**src/rtl/fifo_uart_tx.sv**
```systemverilog
// FIFO-fed UART transmitter: pops one 16-bit word from an upstream
// synchronous FIFO and sends it as two back-to-back 8N1 frames,
// high byte first. Every output is registered.
module fifo_uart_tx #(
    parameter int unsigned CLK_FREQ = 50_000_000,
    parameter int unsigned BAUD     = 115200
) (
    input  logic        clk,
    input  logic        sclr,
    input  logic        fifo_empty,
    input  logic [15:0] fifo_q,
    output logic        fifo_rdreq,
    output logic        uart_tx,
    output logic        busy,
    output logic        tx_done
);

    localparam int unsigned BAUD_DIV = CLK_FREQ / BAUD;
    localparam int unsigned CNT_W    = (BAUD_DIV > 2) ? $clog2(BAUD_DIV) : 1;
    localparam logic [CNT_W-1:0] BAUD_LAST = CNT_W'(BAUD_DIV - 1);
    localparam logic [4:0]       BIT_LAST  = 5'd19;

    typedef enum logic [2:0] {IDLE, RD, LD, TX, DONE} state_t;

    state_t           state_q, state_d;
    logic [CNT_W-1:0] baud_q, baud_d;
    logic [4:0]       bit_q, bit_d;
    logic [15:0]      hold_q, hold_d;
    logic             tx_q, tx_d;
    logic             rdreq_q, rdreq_d;
    logic             busy_q, busy_d;
    logic             done_q, done_d;

    // Line level for bit idx (0..19) of the two-frame word:
    // idx 0..9 carry the high byte, 10..19 the low byte.
    function automatic logic frame_bit(input logic [15:0] w, input logic [4:0] idx);
        logic [7:0] data;
        logic [4:0] pos;
        if (idx >= 5'd10) begin
            data = w[7:0];
            pos  = idx - 5'd10;
        end else begin
            data = w[15:8];
            pos  = idx;
        end
        if (pos == 5'd0) begin
            frame_bit = 1'b0;                   // start bit
        end else if (pos >= 5'd9) begin
            frame_bit = 1'b1;                   // stop bit
        end else begin
            frame_bit = data[3'(pos - 5'd1)];   // data, LSB first
        end
    endfunction

    // Next-state logic; outputs are derived from the next state so they
    // can be registered alongside it.
    always_comb begin
        state_d = state_q;
        baud_d  = baud_q;
        bit_d   = bit_q;
        hold_d  = hold_q;
        unique case (state_q)
            IDLE: if (!fifo_empty) state_d = RD;
            RD:   state_d = LD;
            LD: begin
                // FIFO data is valid during LD (one cycle after rdreq)
                hold_d  = fifo_q;
                baud_d  = '0;
                bit_d   = '0;
                state_d = TX;
            end
            TX: begin
                if (baud_q == BAUD_LAST) begin
                    baud_d = '0;
                    if (bit_q == BIT_LAST) begin
                        state_d = DONE;
                    end else begin
                        bit_d = bit_q + 5'd1;
                    end
                end else begin
                    baud_d = baud_q + 1'b1;
                end
            end
            DONE:    state_d = IDLE;
            default: state_d = IDLE;
        endcase

        rdreq_d = (state_d == RD);
        busy_d  = (state_d != IDLE);
        done_d  = (state_d == DONE);
        tx_d    = (state_d == TX) ? frame_bit(hold_d, bit_d) : 1'b1;
    end

    // State and output registers with synchronous clear.
    always_ff @(posedge clk) begin
        if (sclr) begin
            state_q <= IDLE;
            baud_q  <= '0;
            bit_q   <= '0;
            hold_q  <= '0;
            tx_q    <= 1'b1;
            rdreq_q <= 1'b0;
            busy_q  <= 1'b0;
            done_q  <= 1'b0;
        end else begin
            state_q <= state_d;
            baud_q  <= baud_d;
            bit_q   <= bit_d;
            hold_q  <= hold_d;
            tx_q    <= tx_d;
            rdreq_q <= rdreq_d;
            busy_q  <= busy_d;
            done_q  <= done_d;
        end
    end

    assign fifo_rdreq = rdreq_q;
    assign uart_tx    = tx_q;
    assign busy       = busy_q;
    assign tx_done    = done_q;

endmodule

```
**config.mk**
```make
export PLATFORM = sky130hd
export DESIGN_NAME = fifo_uart_tx
export DESIGN_NICKNAME = d
export VERILOG_FILES = /design/src/rtl/fifo_uart_tx.sv
export SDC_FILE = /design/constraint.sdc
export NUM_CORES = 1
export LEC_CHECK = 0
export CORE_MARGIN = 5
export CORE_UTILIZATION = 34
export CTS_BUF_LIST = sky130_fd_sc_hd__clkbuf_8
export CTS_CLUSTER_DIAMETER = 100
export DETAILED_ROUTE_END_ITERATION = 7
export MAX_ROUTING_LAYER = met4
export SLEW_MARGIN = 15
export SYNTH_ARGS = -nofsm -noshare
export SYNTH_HDL_FRONTEND = slang
export SYNTH_SLANG_ARGS = --single-unit
```
**constraint.sdc**
```tcl
create_clock -name clk -period 3.05 [get_ports clk]
set_input_delay 0.61 -clock clk [delete_from_list [all_inputs] [get_ports clk]]
set_output_delay 0.61 -clock clk [all_outputs]
set_load 0.02 [all_outputs]
```
==> impl_metrics.env <==
export IMPL_outcome="completed"
export IMPL_io_pins=23
export IMPL_leakagePower_nw=0.953
export IMPL_cp_required_ns=3.23
export IMPL_die_height_um=86.4
export IMPL_hold_violations=0
export IMPL_nets=319
export IMPL_p_sw_frac=0.260
export IMPL_syn_area_per_cell_um2=8.20
export IMPL_die_w_um=86.4
export IMPL_htreeDepth=2
export IMPL_routed_wl_mm=4.93
export IMPL_yosysWarnings=0
export IMPL_netlist_instances=242
export IMPL_worst_setup_path_type="reg -> reg"
export IMPL_nFillCells=578
export IMPL_rrSetupSlack_ns=0.03
export IMPL_start_kind="flip-flop"
export IMPL_synth_common_cells="dfxtp_1, nand2_1, a21oi_1"
export IMPL_fin_util=0.490
export IMPL_yosysSeqAreaShare=0.373
export IMPL_crit_fanout=4
export IMPL_dp_slack_ns=-0.0212
export IMPL_antennaDiodeCount=0
export IMPL_grt_pass1_wl_mm=8.35
export IMPL_synth_ff_type="dfxtp_1"
export IMPL_post_drt_wl_per_cell_um=13.5
export IMPL_setup_viol=0
export IMPL_period_needed_ns=3.02
export IMPL_dp_hpwl_mm=3.67
export IMPL_synthTopCellsByArea="dfxtp_1, a21oi_1, nand2_1"
export IMPL_power_density_nw_per_um2=360
export IMPL_maxSlewHeadroom=0.644
export IMPL_clockBufferDepth=2
export IMPL_antenna_found_initial=0
export IMPL_fmax_ghz=0.332
export IMPL_dieArea_um2=7460
export IMPL_arrival_ns=3.20
export IMPL_internal_power_mw=0.727
export IMPL_async_flop_share=0
export IMPL_syn_nets=266
export IMPL_synth_top_area_share=0.373
export IMPL_drc=0
export IMPL_clock_latency_ns=0.29
export IMPL_cp_cell_sequence="or4b_4 > buf_4 > nor3_2 > o21ai_1 > a21oi_2 > o21ai_4 > xnor2_4 > ha_4 > buf_4 > nor3_1 > mux2i_1 > o311ai_2 > a221o_1"
export IMPL_maxCapViolCount=0
export IMPL_combPwrFrac=0.155
export IMPL_crit_top_cell="buf_4"
export IMPL_cts_sinks=37
export IMPL_grt_overflow=0
export IMPL_grt_pass1_vias=1867
export IMPL_gp_congestion=0.857
export IMPL_io_buffers=22
export IMPL_synth_largest_area_cell="dfxtp_1"
export IMPL_post_synth_top_count_cell="dfxtp_1"
export IMPL_vias=1909
export IMPL_placed_cell_area_um2=2530
export IMPL_synth_edf_count=0
export IMPL_initial_utilization=0.356
export IMPL_crit_path_end_kind="flip-flop"
export IMPL_worst_slew_pin_slew_ns=0.534
export IMPL_grtUsageTotal=0.143
export IMPL_ys_types=46
export IMPL_slew_violations=0
export IMPL_min_period_over_period=0.989
export IMPL_whs_ns=0.454
export IMPL_setup_slack_ns=0.0335
export IMPL_ant_nets=0
export IMPL_rsz0062_at_grt="true"
export IMPL_via_per_inst=5.22
export IMPL_cts_root_buf="clkbuf_8"
export IMPL_p_seq_frac=0.523
export IMPL_vdd_ir_drop_worst_mv=0.224
export IMPL_synth_seq_cells=37
export IMPL_core_area_um2=5570
export IMPL_slowest_delay_ns=0.56
export IMPL_cts_made_buffers=5
export IMPL_area_growth_pct=37.6
export IMPL_hold_class="reg -> reg"
export IMPL_worst_clock_skew_ns=0.00637
export IMPL_synth_area_um2=1980
export IMPL_dr_first_iter_drc_count=78
export IMPL_rows=27
export IMPL_cts_tree="built"
export IMPL_first_pass_iters=4
export IMPL_slowest_stage="or4b_4"
export IMPL_grt_max_degree=35
export IMPL_postLayoutCellArea_um2=2730
export IMPL_clk_pin_slew_ns=0.07
export IMPL_clockPowerShare=0.322
export IMPL_tns_ns=0
export IMPL_p_sw_mw=0.255
export IMPL_drive_gt1_frac=0.241
-- final timing paths --
kind / from / depth (start not counted) / endpoint
max: baud_q[2] / 13 / uart_tx
min: hold_q[0] / 2 / hold_q[0]
max reg2reg: baud_q[2] / 13 / uart_tx
min reg2reg: hold_q[0] / 2 / hold_q[0]
-- state kept, by name, summed over array words and instances, names as in the netlist --
name	count
fifo_rdreq	1
hold_q	16
uart_tx	1
busy	1
tx_done	1
state_q	3
baud_q	9
bit_q	5
-- stage by stage --
stage	total power, mW	std cells
detailed placement	0.676	355
global route	1.03	366
global placement	0.675	355
finish	0.982	366
CTS	0.990	364
floorplan	0.608	242
-- cell usage in the layout (no fill, tap or decap), drive strengths merged, types with 2 or more instances in the layout --
cell type / n
a31oi: 2
o21ai: 17
nor2: 24
clkdlybuf4s50: 22
dfxtp: 37
nor4b: 2
nor3: 9
mux2: 3
nand3: 9
nand2b: 2
o211ai: 3
o21a: 3
xnor2: 2
or3: 5
nor3b: 6
buf: 35
ha: 5
nand2: 35
a21oi: 28
mux2i: 8
o311ai: 4
nor4: 2
nor2b: 3
inv: 4
nand4: 2
o221ai: 2
and3: 5
clkbuf: 5
-- layer usage --
metal | track usage | up-vias | share of wire
met1 | 0.175 | 902 | 0.48
met4 | 0.0623 | 0 | 0.014
met3 | 0.0333 | 7 | 0.028
met5 | - | - | 0
met2 | 0.225 | 22 | 0.48
li1 | - | 978 | -
-- final cells by class --
type / instances / area (µm²) / area share
inverter: 4 / 15.0 / 0.00550
timing repair buffer: 57 / 495 / 0.181
clock inverter: 1 / 5.00 / 0.00183
sequential: 37 / 747 / 0.273
multi-input combinational: 190 / 1310 / 0.480
clock buffer: 5 / 68.8 / 0.0252
tap: 72 / 90.1 / 0.0330
-- worst max-delay path, delay by kind of cell (launching register included) --
kind                       cells  cell delay (ns)
DFF                            1             0.34
and+or+nand+nor                3             0.76
adders and majority gates      1             0.30
muxes                          1             0.17
xor gates and xnor gates       1             0.14
AOI/OAI and AO/OA              5             0.91
buffers and inverters          2             0.28
-- power by group through the flow --
stage	Sequential, mW	Combinational (mW)	Clock, mW
after global placement	0.524	0.150	0
final	0.514	0.152	0.316
after global routing	0.516	0.169	0.347
after floorplan	0.527	0.0813	0
after detailed placement	0.525	0.151	0
after CTS	0.514	0.152	0.325
-- timing repair --
action                     CTS  global route
gates resized for setup      6             7
setup endpoints to repair    1             1
hold buffers                 0             0
pin swaps                    9             8
buffers inserted             3             2
-- cells by family after synthesis --
family | after synthesis | share of synthesized area
and+or+nand+nor | 109 | 0.298
AOI/OAI and AO/OA | 62 | 0.186
DFF | 37 | 0.373
buffers and inverters | 15 | 0.0322
muxes | 12 | 0.0706
adders and majority gates | 5 | 0.0315
xor gates and xnor gates | 2 | 0.00883
Power figures use the tool's default switching activity.
